===== config.mk =====
export PLATFORM = sky130hd
export DESIGN_NAME = cc_mem_load_ctrl
export DESIGN_NICKNAME = d
export VERILOG_FILES = /design/src/rtl/cc_mem_load_ctrl.sv
export SDC_FILE = /design/constraint.sdc
export NUM_CORES = 1
export LEC_CHECK = 0
export ABC_AREA = 0
export CORE_ASPECT_RATIO = 1.2
export CORE_MARGIN = 1.5
export CORE_UTILIZATION = 39
export CTS_BUF_LIST = sky130_fd_sc_hd__clkbuf_8
export DETAILED_ROUTE_END_ITERATION = 6
export PLACE_DENSITY = 0.78
export SLEW_MARGIN = 25
export SYNTH_ARGS = -nofsm -noshare
export SYNTH_HDL_FRONTEND = slang
export SYNTH_SLANG_ARGS = --single-unit

===== constraint.sdc =====
create_clock -name CC_MEM_LOAD_CTRL_CLOCK_50 -period 1.5 [get_ports CC_MEM_LOAD_CTRL_CLOCK_50]
set_input_delay 0.3 -clock CC_MEM_LOAD_CTRL_CLOCK_50 [delete_from_list [all_inputs] [get_ports CC_MEM_LOAD_CTRL_CLOCK_50]]
set_output_delay 0.3 -clock CC_MEM_LOAD_CTRL_CLOCK_50 [all_outputs]
set_load 0.01 [all_outputs]

===== src/rtl/cc_mem_load_ctrl.sv =====
`default_nettype none
// ============================================================================
// Module   : cc_mem_load_ctrl
// Purpose  : Load controller between the control unit and main memory.
//            Accepts a load request in IDLE, issues a read and waits for the
//            memory read-data-valid strobe, then pulses Done with the
//            writeback select. A missing strobe aborts the read after
//            TIMEOUT_CYCLES wait cycles and pulses Error.
// Ports    : CC_MEM_LOAD_CTRL_CLOCK_50        - system clock (rising edge)
//            CC_MEM_LOAD_CTRL_RESET_InHigh    - async active-high reset
//            CC_MEM_LOAD_CTRL_Load_Req/_Addr  - load request and address
//            CC_MEM_LOAD_CTRL_Mem_Ack/_Data_InBUS - memory read response
//            CC_MEM_LOAD_CTRL_Mem_Rd_En/_Mem_Addr - memory read command
//            CC_MEM_LOAD_CTRL_Data_OutBUS     - last successfully loaded data
//            CC_MEM_LOAD_CTRL_RD              - writeback select (1 = memory)
//            CC_MEM_LOAD_CTRL_Busy/_Done/_Error - status
// Revision : 1.0 - initial release
// ============================================================================
module cc_mem_load_ctrl #(
    parameter int DATAWIDTH_BUS  = 32,
    parameter int ADDRWIDTH_BUS  = 12,
    parameter int TIMEOUT_CYCLES = 15
) (
    input  logic                     CC_MEM_LOAD_CTRL_CLOCK_50,
    input  logic                     CC_MEM_LOAD_CTRL_RESET_InHigh,
    input  logic                     CC_MEM_LOAD_CTRL_Load_Req,
    input  logic [ADDRWIDTH_BUS-1:0] CC_MEM_LOAD_CTRL_Load_Addr,
    input  logic                     CC_MEM_LOAD_CTRL_Mem_Ack,
    input  logic [DATAWIDTH_BUS-1:0] CC_MEM_LOAD_CTRL_Mem_Data_InBUS,
    output logic                     CC_MEM_LOAD_CTRL_Mem_Rd_En,
    output logic [ADDRWIDTH_BUS-1:0] CC_MEM_LOAD_CTRL_Mem_Addr,
    output logic [DATAWIDTH_BUS-1:0] CC_MEM_LOAD_CTRL_Data_OutBUS,
    output logic                     CC_MEM_LOAD_CTRL_RD,
    output logic                     CC_MEM_LOAD_CTRL_Busy,
    output logic                     CC_MEM_LOAD_CTRL_Done,
    output logic                     CC_MEM_LOAD_CTRL_Error
);

    localparam logic [1:0] c_IDLE = 2'd0;
    localparam logic [1:0] c_WAIT = 2'd1;
    localparam logic [1:0] c_DONE = 2'd2;
    localparam logic [1:0] c_ERR  = 2'd3;

    // Last counter value still spent waiting; reaching it without an ack aborts.
    localparam logic [7:0] c_TIMEOUT_LAST = 8'(TIMEOUT_CYCLES - 1);

    logic [1:0]               r_state;
    logic [1:0]               w_state_next;
    logic [7:0]               r_cnt;
    logic [ADDRWIDTH_BUS-1:0] r_mem_addr;
    logic [DATAWIDTH_BUS-1:0] r_data;

    logic w_rd_en;
    logic w_rd;
    logic w_busy;
    logic w_done;
    logic w_error;

    // ------------------------------------------------------------------
    // State register
    // ------------------------------------------------------------------
    always_ff @(posedge CC_MEM_LOAD_CTRL_CLOCK_50 or posedge CC_MEM_LOAD_CTRL_RESET_InHigh) begin
        if (CC_MEM_LOAD_CTRL_RESET_InHigh) begin
            r_state <= c_IDLE;
        end else begin
            r_state <= w_state_next;
        end
    end

    // ------------------------------------------------------------------
    // Next-state logic. An ack wins over the timeout on the same edge.
    // ------------------------------------------------------------------
    always_comb begin
        w_state_next = r_state;
        case (r_state)
            c_IDLE: begin
                if (CC_MEM_LOAD_CTRL_Load_Req) begin
                    w_state_next = c_WAIT;
                end
            end
            c_WAIT: begin
                if (CC_MEM_LOAD_CTRL_Mem_Ack) begin
                    w_state_next = c_DONE;
                end else if (r_cnt == c_TIMEOUT_LAST) begin
                    w_state_next = c_ERR;
                end
            end
            c_DONE:  w_state_next = c_IDLE;
            c_ERR:   w_state_next = c_IDLE;
            default: w_state_next = c_IDLE;
        endcase
    end

    // ------------------------------------------------------------------
    // Output decode: state only, so no input-to-output paths exist.
    // ------------------------------------------------------------------
    always_comb begin
        w_rd_en = 1'b0;
        w_rd    = 1'b0;
        w_busy  = 1'b1;
        w_done  = 1'b0;
        w_error = 1'b0;
        case (r_state)
            c_IDLE:  w_busy  = 1'b0;
            c_WAIT:  w_rd_en = 1'b1;
            c_DONE: begin
                w_done = 1'b1;
                w_rd   = 1'b1;
            end
            c_ERR:   w_error = 1'b1;
            default: w_busy  = 1'b0;
        endcase
    end

    // ------------------------------------------------------------------
    // Datapath: address capture, timeout counter, load data register
    // ------------------------------------------------------------------
    always_ff @(posedge CC_MEM_LOAD_CTRL_CLOCK_50 or posedge CC_MEM_LOAD_CTRL_RESET_InHigh) begin
        if (CC_MEM_LOAD_CTRL_RESET_InHigh) begin
            r_cnt      <= 8'd0;
            r_mem_addr <= '0;
            r_data     <= '0;
        end else begin
            case (r_state)
                c_IDLE: begin
                    if (CC_MEM_LOAD_CTRL_Load_Req) begin
                        r_mem_addr <= CC_MEM_LOAD_CTRL_Load_Addr;
                        r_cnt      <= 8'd0;
                    end
                end
                c_WAIT: begin
                    if (CC_MEM_LOAD_CTRL_Mem_Ack) begin
                        r_data <= CC_MEM_LOAD_CTRL_Mem_Data_InBUS;
                    end else begin
                        r_cnt <= r_cnt + 8'd1;
                    end
                end
                default: begin
                end
            endcase
        end
    end

    assign CC_MEM_LOAD_CTRL_Mem_Rd_En   = w_rd_en;
    assign CC_MEM_LOAD_CTRL_Mem_Addr    = r_mem_addr;
    assign CC_MEM_LOAD_CTRL_Data_OutBUS = r_data;
    assign CC_MEM_LOAD_CTRL_RD          = w_rd;
    assign CC_MEM_LOAD_CTRL_Busy        = w_busy;
    assign CC_MEM_LOAD_CTRL_Done        = w_done;
    assign CC_MEM_LOAD_CTRL_Error       = w_error;

endmodule
`default_nettype wire


==> qor.yml, run 1 <==
yosys:
  ys_seq_area_share_pct: 61.1
  syn_inst: 147
  synth_fa_ha_area_share_pct: 1.13
  synthXorXnorAreaFrac_pct: 0.396
  ys_ff_latch: 54
  synth_compound_area_share_pct: 3.34
  synth_cell_type_count: 29
  syn_nets: 197
  netlist_area_um2: 2210
  synth_top_family_by_area: "multiplexers"
  syn_avg_cell_area_um2: 15.0
  synth_mux_area_share_pct: 24.4
  synth_simple_gate_area_share_pct: 6.56
  synth_warnings: 0
power:
  p_per_area_nw_per_um2: 1640
  pwr-share-clk_pct: 14.5
  netSwitchingFraction_pct: 30.6
  power.share.sequential_pct: 39.0
  ir_worst_vdd_v: 0.000959
  power.internal_mw: 4.23
  leakagePower_nw: 1.83
  p_sw_mw: 1.86
  p_total_mw: 6.09
  comb_power_share_pct: 46.4
clock_tree:
  cts_root_buffer: "clkbuf_8"
  holdBufCountCts: 0
  clockBufferDepth: 2
  htreeDepth: 2
  clk_latency_ps: 300
  cts_tree: "built"
  cts_buffers: 5
  path_clk_slew_ps: 100
  clock_sinks: 54
sta:
  setup_violations: 31
  period_needed_ps: 1590
  skew_ps: 9.81
  worst_pin_slew_ps: 307
  final_hold_viol_count: 0
  fmax_mhz: 629
  slew_viol_final: 0
  slew_headroom_pct: 79.5
  rsz0062_at_grt: "yes"
  fin_ws_ps: -90.4
  timing.final.crit_share_pct: 106
routing:
  routed_wl_mm: 5.73
  wire_per_inst_um: 17.5
  vias: 1634
  drt.antenna.violating_nets: 0
  firstDrtPassIters: 7
  drc: 1
  drt-initial-drc-count: 57
  via_per_inst: 5.00
min_path:
  min_path_type: "in -> async"
critical_path:
  end_kind: "register"
  arrival_ps: 1770
  required_ps: 1680
  critPathMaxFanout: 6
  critPathKind: "in -> reg"
  r2r_slack_ps: -60
  startpoint_type: "input pin"
cells_and_area:
  final_cell_area_um2: 3710
  regArea_um2: 1350
  drive_gt1_share_pct: 34.3
  multi_input_area_um2: 996
  area_growth_pct: 67.7
  num-nets-final: 314
  fin_util_pct: 69.1
  fillers: 381
  antenna_cells: 0
flow_run:
  cap_violations: 0
floorplanning:
  rows: 29
  die_area_um2: 6130
  ios: 97
  initial_utilization_pct: 41.2
  core_um2: 5370
  die_w_um: 71.8
  fp.dieH_um: 85.5
placed_design:
  hpwl_mm: 3.60
  gp_congestion: 0.774
  port_buffers: 96
  placed_area_um2: 3320
outcome:
  outcome: "finished, violations left"
  violations: "DRC, setup timing"
grt:
  grt_pass1_wl_mm: 8.00
  first_global_vias: 1699
  grt_overflow: 0
  antenna_found_initial: 0
  grt_max_degree: 39
  track_usage_pct: 16.9
==> cell usage after synthesis (all sizes together) <==
| cell | number | share of area, % |
|---|---|---|
| o311ai | 1 | 0.40 |
| inv | 4 | 0.68 |
| nor3 | 2 | 0.45 |
| o211ai | 2 | 0.68 |
| o31ai | 2 | 0.68 |
| nand4bb | 1 | 0.51 |
| nand4 | 1 | 0.28 |
| buf | 6 | 2.4 |
| mux2 | 44 | 23 |
| or3b | 2 | 0.79 |
| mux2i | 3 | 1.4 |
| or2 | 1 | 0.28 |
| nand2 | 5 | 0.85 |
| a21oi | 1 | 0.23 |
| xnor2 | 1 | 0.40 |
| nor2b | 1 | 0.28 |
| and2 | 2 | 0.57 |
| or4b | 2 | 0.91 |
| ha | 2 | 1.1 |
| o21ai | 1 | 0.23 |
| dfrtp | 54 | 61 |
| and2b | 1 | 0.34 |
| nand2b | 3 | 0.85 |
| a2111oi | 1 | 0.40 |
| nand3 | 2 | 0.45 |
| o41ai | 1 | 0.40 |
| o21a | 1 | 0.34 |
==> cells in the final DEF, fill, tap and decap left out, types with 2 or more instances in the layout <==
cell	netlist	final
dfrtp_2	0	2
mux2_4	4	36
mux2i_1	3	3
inv_1	4	3
mux2_2	40	8
clkdlybuf4s50_1	0	47
buf_12	0	3
nand2b_1	3	3
nand3_1	2	2
ha_1	2	2
dfrtp_1	54	52
buf_4	4	9
nor3_4	0	2
clkbuf_16	0	2
dlygate4sd2_1	0	37
nand2_1	5	4
buf_6	2	7
o31ai_1	2	2
and2_1	2	2
o211ai_1	2	2
buf_2	0	4
dlymetal6s2s_1	0	7
clkbuf_8	0	7
==> power by group through the flow <==
stage	logic, mW	registers (mW)	clock network (mW)
floorplan	0.838	2.67	0
global placement	2.66	2.37	0
detailed placement	2.70	2.40	0
CTS	2.46	2.34	0.910
global route	3.00	2.45	0.970
finish	2.83	2.38	0.886
==> through the flow <==
| stage | setup TNS [ps] | setup WS, ps | hold WS (ps) | std cells |
|---|---|---|---|---|
| final | -662 | -90.4 | 392 | 327 |
| after global routing | -2300 | -99.7 | 416 | 327 |
| after CTS | -233 | -82.1 | 394 | 324 |
| after detailed placement | -9220 | -360 | 493 | 312 |
| after global placement | -8070 | -280 | 485 | 312 |
| after floorplan | 0 | 7.00 | 368 | 147 |
==> per-layer routing <==
metal	global-route usage [%]	part of all wire (%)	vias up	wire length, µm
met1	18.4	38	809	2200
met2	30.1	54	63	3120
met3	4.70	4.8	10	274
met5	0	0	-	0
met4	7.89	2.3	0	131
li1	-	-	752	-
==> critical path, stage by stage <==
cell             delay (ps)
clkdlybuf4s50_1         550
or3b_4                  510
o311ai_4                280
o41ai_4                 130
==> registers in the layout, summed over array words and instances (netlist names) <==
signal                        cells
CC_MEM_LOAD_CTRL_Data_OutBUS     32
CC_MEM_LOAD_CTRL_Mem_Addr        12
r_cnt                             8
r_state                           2
==> path summary, 6_finish.rpt <==
path / from / to / cells past startpoint
min: CC_MEM_LOAD_CTRL_RESET_InHigh / r_cnt[3]$_DFFE_PP0P_ / 3
max reg2reg: r_state[0]$_DFFE_PP0P_ / r_cnt[3]$_DFFE_PP0P_ / 5
max in group asynchronous: CC_MEM_LOAD_CTRL_RESET_InHigh / r_cnt[7]$_DFFE_PP0P_ / 3
min in group CC_MEM_LOAD_CTRL_CLOCK_50: CC_MEM_LOAD_CTRL_Mem_Addr[4]$_DFFE_PP0P_ / CC_MEM_LOAD_CTRL_Mem_Addr[4]$_DFFE_PP0P_ / 1
min reg2reg: CC_MEM_LOAD_CTRL_Mem_Addr[4]$_DFFE_PP0P_ / CC_MEM_LOAD_CTRL_Mem_Addr[4]$_DFFE_PP0P_ / 1
max: CC_MEM_LOAD_CTRL_Mem_Ack / r_cnt[3]$_DFFE_PP0P_ / 4
==> area by class of cell <==
| class | instances | area share [%] |
|---|---|---|
| Timing Repair Buffer | 116 | 31.2 |
| Sequential cell | 54 | 36.5 |
| Tap cell | 62 | 2.09 |
| Multi-Input combinational cell | 83 | 26.8 |
| Inverter | 4 | 0.506 |
| Clock buffer | 7 | 2.60 |
| Clock inverter | 1 | 0.236 |
==> repair_timing <==
| item | 4_1_cts | 5_1_grt |
|---|---|---|
| buffers inserted | 4 | 0 |
| resized for setup | 73 | 52 |
| cloned | 0 | 3 |
| setup endpoints to repair | 76 | 62 |
| pin swaps | 4 | 4 |
| endpoints found under the hold margin | 0 | 0 |
==> kinds of logic (layout without fill, tap and decap cells) <==
family	after synthesis	after routing
compound gates	10	10
fa+ha+maj	2	2
flops	54	54
mux	47	47
simple gates	23	23
buf+inv	10	128
xor+xnor	1	1
Note: power is estimated with default switching activity, not from simulation.
==> run 2: changes to the inputs <==
--- a/config.mk
+++ b/config.mk
@@ -10,8 +10,9 @@
 export CORE_MARGIN = 1.5
 export CORE_UTILIZATION = 39
 export CTS_BUF_LIST = sky130_fd_sc_hd__clkbuf_8
+export CTS_CLUSTER_SIZE = 12
 export DETAILED_ROUTE_END_ITERATION = 6
-export PLACE_DENSITY = 0.78
+export PLACE_DENSITY = 0.75
 export SLEW_MARGIN = 25
 export SYNTH_ARGS = -nofsm -noshare
 export SYNTH_HDL_FRONTEND = slang
==> run 2 against run 1 <==
Effect of this change: the flow still finishes with violations (DRC, setup timing); wire length fell by 3.9%; worst hold slack got worse by 77 ps; die area did not move; maximum frequency rose by 3.1%; critical endpoint is now CC_MEM_LOAD_CTRL_Mem_Addr[1]$_DFFE_PP0P_; critical path type is now reg -> reg; final area barely moved.
==> qor.yml, run 2 (same netlist as run 1, synthesis figures left out) <==
grt:
  first_global_vias: 1749
  track_usage_pct: 17.8
  grt_pass1_wl_mm: 8.45
  antenna_found_initial: 0
  grt_overflow: 0
  grt_max_degree: 33
routing:
  firstDrtPassIters: 6
  vias: 1654
  routed_wl_mm: 5.50
  drc: 3
  drt-initial-drc-count: 61
  drt.antenna.violating_nets: 0
  via_per_inst: 4.95
  wire_per_inst_um: 16.5
cells_and_area:
  drive_gt1_share_pct: 38.6
  area_growth_pct: 67.8
  antenna_cells: 0
  num-nets-final: 322
  largest_register_ffs: 32
  fillers: 405
  final_common_cell: "dfrtp_1"
  final_cell_count_no_fill: 334
  final_cell_area_um2: 3710
  fin_util_pct: 69.1
  mostFrequentLayoutCells: "52 x dfrtp_1, 46 x clkdlybuf4s50_1, 40 x mux2_2"
sta:
  rsz0062_at_grt: "yes"
  timing.final.crit_share_pct: 103
  slew_viol_final: 0
  slew_headroom_pct: 77.2
  fin_hold_ws_ps: 315
  worst_pin_slew_ps: 341
  fmax_mhz: 648
  tns_ps: -292
  skew_ps: 7.26
  setup_violations: 16
  final_hold_viol_count: 0
  fin_ws_ps: -43.0
  period_needed_ps: 1540
clock_tree:
  cts_tree: "built"
  cts_buffers: 5
  clk_latency_ps: 300
  clockBufferDepth: 2
  clock_sinks: 54
  path_clk_slew_ps: 100
  htreeDepth: 2
  holdBufCountCts: 0
  cts_root_buffer: "clkbuf_8"
floorplanning:
  die_area_um2: 6130
  rows: 29
  initial_utilization_pct: 41.2
  fp.dieH_um: 85.5
  core_um2: 5370
  die_w_um: 71.8
  ios: 97
power:
  netSwitchingFraction_pct: 30.4
  comb_power_share_pct: 44.8
  p_sw_mw: 1.81
  leakagePower_nw: 1.73
  p_per_area_nw_per_um2: 1600
  pwr-share-clk_pct: 15.9
  ir_worst_vdd_v: 0.000916
  p_total_mw: 5.95
  power.internal_mw: 4.14
  power.share.sequential_pct: 39.3
placed_design:
  dp_slack_ps: -334
  placed_area_um2: 3360
  dp.cells: 315
  port_buffers: 96
  gp_congestion: 0.752
  hpwl_mm: 3.63
critical_path:
  max_stage_delay_ps: 430
  end_kind: "register"
  slowest_stage: "dfrtp_2"
  worstPathCellList: "buf_6 -> or3b_4 -> buf_8 -> mux2_4"
  arrival_ps: 1730
  startpoint: "r_state[0]$_DFFE_PP0P_"
  reg2reg_from: "r_state[0]$_DFFE_PP0P_"
  critPathMaxFanout: 5
  required_ps: 1690
  critPathKind: "reg -> reg"
  startpoint_type: "register"
outcome:
  outcome: "finished, violations left"
  violations: "DRC, setup timing"
min_path:
  min_path_type: "in -> async"
flow_run:
  cap_violations: 0
==> run 2: cell count changes in the layout (fill, tap and decap cells not counted), sizes merged <==
| cell | change |
|---|---|
| bufinv | +1 |
| clkdlybuf4s50 | -1 |
| clkbuf | -1 |
| buf | +7 |
| dlymetal6s2s | +1 |
==> run 2: path summary, 6_finish.rpt <==
check / to / cells after the start / slack [ps]
setup / recovery: CC_MEM_LOAD_CTRL_Mem_Addr[1]$_DFFE_PP0P_ / 4 / -40
hold / removal: CC_MEM_LOAD_CTRL_Data_OutBUS[9]$_DFFE_PP0P_ / 2 / 320
setup reg to reg: CC_MEM_LOAD_CTRL_Mem_Addr[1]$_DFFE_PP0P_ / 4 / -40
hold reg to reg: CC_MEM_LOAD_CTRL_Data_OutBUS[0]$_DFFE_PP0P_ / 1 / 500
max in group asynchronous: CC_MEM_LOAD_CTRL_Mem_Addr[8]$_DFFE_PP0P_ / 3 / 760
min in group CC_MEM_LOAD_CTRL_CLOCK_50: r_state[1]$_DFFE_PP0P_ / 2 / 430
==> run 2: critical path, delay by kind of cell, from the launching register on <==
kind	cells	cell delay [ps]
buffers and inverters	2	280
DFF	1	430
muxes	1	290
and+or+nand+nor	1	430
==> run 2: power groups by stage <==
stage | sequential (mW) | combinational, mW | clock, mW
after floorplan | 2.67 | 0.838 | 0
after global placement | 2.36 | 2.71 | 0
after detailed placement | 2.40 | 2.74 | 0
after CTS | 2.35 | 2.60 | 0.981
after global routing | 2.42 | 2.84 | 1.04
final | 2.34 | 2.66 | 0.946
==> run 2: layout make-up <==
type,instances,area [µm²],share of cell area (%)
clock inverter,2,38.8,1.04
clock buffer,5,68.8,1.85
timing repair buffer,124,1230,33.1
tap,62,77.6,2.09
multi-input combinational,83,926,24.9
inverter,4,18.8,0.506
sequential,54,1350,36.5
==> run 2: routing by layer <==
metal / track usage, % / wire length (µm) / part of all wire [%]
met3: 4.82 / 249 / 4.5
met2: 31.6 / 3010 / 55
met5: 0 / 0 / 0
met4: 4.63 / 74 / 1.3
met1: 21.2 / 2170 / 39
==> run 2: timing repair <==
action	4_1_cts	5_1_grt
endpoints found under the hold margin	0	0
pin swaps	4	7
gates resized for setup	73	32
setup buffers	9	1
endpoints found under the setup margin	47	60
cloned	1	1
==> run 3: changes to the inputs <==
==> constraint.sdc (replaced) <==
create_clock -name CC_MEM_LOAD_CTRL_CLOCK_50 -period 1.4 [get_ports CC_MEM_LOAD_CTRL_CLOCK_50]
set_input_delay 0.28 -clock CC_MEM_LOAD_CTRL_CLOCK_50 [delete_from_list [all_inputs] [get_ports CC_MEM_LOAD_CTRL_CLOCK_50]]
set_output_delay 0.28 -clock CC_MEM_LOAD_CTRL_CLOCK_50 [all_outputs]
set_load 0.01 [all_outputs]
==> run 3 against run 2 <==
Effect of this change: largest power group unchanged; via count rose by 1.7%; sequential power rose by 9.4%; maximum frequency rose by 0.50%; the flow finishes with violations (setup timing); non-clock buffer count fell by 2; highest routed layer unchanged; clock-buffer cell count did not move; global-route usage rose by 0.93 points; wire length rose by 11%; largest cell class unchanged.
==> qor.yml, run 3 (same netlist as run 1, synthesis figures left out) <==
outcome:
  outcome: "finished, violations left"
  violations: "setup timing"
power:
  leakagePower_nw: 1.80
  p_per_area_nw_per_um2: 1720
  ir_worst_vdd_v: 0.000912
sta:
  fin_ws_ps: -135
  fmax_mhz: 651
  final_hold_viol_count: 0
  skew_ps: 10.3
  slew_viol_final: 0
  tns_ps: -2950
  setup_violations: 55
  worst_pin_slew_ps: 302
  timing.final.crit_share_pct: 110
  period_needed_ps: 1540
  fin_hold_ws_ps: 264
  slew_headroom_pct: 79.8
  rsz0062_at_grt: "yes"
critical_path:
  cpMostUsedCell: "buf_6"
  worstPathCellList: "buf_6 -> or3b_4 -> buf_6 -> o41ai_4"
  arrival_ps: 1740
  slowest_stage: "dfrtp_2"
  startpoint_type: "register"
  critPathKind: "reg -> reg"
  crit_family: "flip-flops"
  path_buf_inv: 2
  max_stage_delay_ps: 450
  required_ps: 1600
  end_kind: "register"
  critPathMaxFanout: 4
routing:
  drc: 0
  vias: 1682
  wire_per_inst_um: 18.4
  via_per_inst: 5.07
  drt-initial-drc-count: 68
  firstDrtPassIters: 6
  drt.antenna.violating_nets: 0
  routed_wl_mm: 6.10
clock_tree:
  cts_buffers: 5
  holdBufCountCts: 0
  clock_sinks: 54
  clockBufferDepth: 2
  cts_root_buffer: "clkbuf_8"
  cts_tree: "built"
  clk_latency_ps: 310
  htreeDepth: 2
  path_clk_slew_ps: 100
cells_and_area:
  final_common_cell: "dfrtp_1"
  fin_util_pct: 70.2
  mostFrequentLayoutCells: "52 x dfrtp_1, 47 x clkdlybuf4s50_1, 44 x dlygate4sd2_1"
  regArea_um2: 1350
  antenna_cells: 0
  largest_register_ffs: 32
  fillers: 405
  num-nets-final: 320
  area_growth_pct: 70.4
  drive_gt1_share_pct: 38.1
  multi_input_area_um2: 1050
placed_design:
  gp_congestion: 0.754
  hpwl_mm: 3.73
  port_buffers: 96
floorplanning:
  die_w_um: 71.8
  fp.dieH_um: 85.5
  ios: 97
  die_area_um2: 6130
  core_um2: 5370
  initial_utilization_pct: 41.2
  rows: 29
grt:
  grt_overflow: 0
  antenna_found_initial: 0
  track_usage_pct: 18.7
  grt_max_degree: 35
  grt_pass1_wl_mm: 8.85
  first_global_vias: 1788
flow_run:
  cap_violations: 0
min_path:
  min_path_type: "in -> async"
==> run 3: cell count changes in the layout (fill, tap and decap cells not counted), moves of 2 or more <==
cell | before | now
mux2_4 | 4 | 36
buf_6 | 7 | 9
mux2_2 | 40 | 8
dlygate4sd2_1 | 37 | 44
buf_4 | 16 | 14
dlymetal6s2s_1 | 8 | 0
==> run 3: repair_timing <==
item,4_1_cts,5_1_grt
gates resized for setup,93,39
setup endpoints to repair,99,56
pin swaps,6,6
buffers inserted,4,0
cloned,1,3
==> run 3: area by class of cell <==
cell class,instances,share of cell area [%]
clock inverter,2,0.365
sequential,54,35.9
timing repair buffer,122,31.4
inverter,4,0.498
multi-input combinational,83,28.0
tap,62,2.06
clock buffer,5,1.83
==> run 3: power by group <==
group,switching (mW),internal [mW]
combinational,1.19,1.90
clock,0.501,0.347
sequential,0.353,2.21
==> run 3: through the flow <==
stage	instances	setup WS, ps	instance area (µm²)	power (mW)
2_1_floorplan	147	-85.3	2230	3.77
3_3_place_gp	317	-345	3370	5.45
3_5_place_dp	317	-406	3370	5.51
4_1_cts	329	-112	3540	6.06
5_1_grt	332	-233	3770	6.88
6_report	332	-135	3770	6.50
==> run 3: worst paths after layout <==
kind                                    slack (ps)                                    startpoint  cells past startpoint                                           end
setup / recovery                              -140                        r_state[1]$_DFFE_PP0P_                      4                          r_cnt[3]$_DFFE_PP0P_
max in group asynchronous                      660                 CC_MEM_LOAD_CTRL_RESET_InHigh                      3                        r_state[1]$_DFFE_PP0P_
hold reg to reg                                510  CC_MEM_LOAD_CTRL_Data_OutBUS[10]$_DFFE_PP0P_                      1  CC_MEM_LOAD_CTRL_Data_OutBUS[10]$_DFFE_PP0P_
setup reg to reg                              -140                        r_state[1]$_DFFE_PP0P_                      4                          r_cnt[3]$_DFFE_PP0P_
min in group CC_MEM_LOAD_CTRL_CLOCK_50         510  CC_MEM_LOAD_CTRL_Data_OutBUS[10]$_DFFE_PP0P_                      1  CC_MEM_LOAD_CTRL_Data_OutBUS[10]$_DFFE_PP0P_
hold / removal                                 260                 CC_MEM_LOAD_CTRL_RESET_InHigh                      2  CC_MEM_LOAD_CTRL_Data_OutBUS[22]$_DFFE_PP0P_
==> run 3: layer usage <==
layer  share of wire [%]  up-vias  global-route usage, %
met3                 4.4        9                   4.47
met5                   0        -                      0
met4                 1.6        0                   6.17
li1                    -      769                      -
met2                  55       56                   33.3
met1                  39      848                   22.0
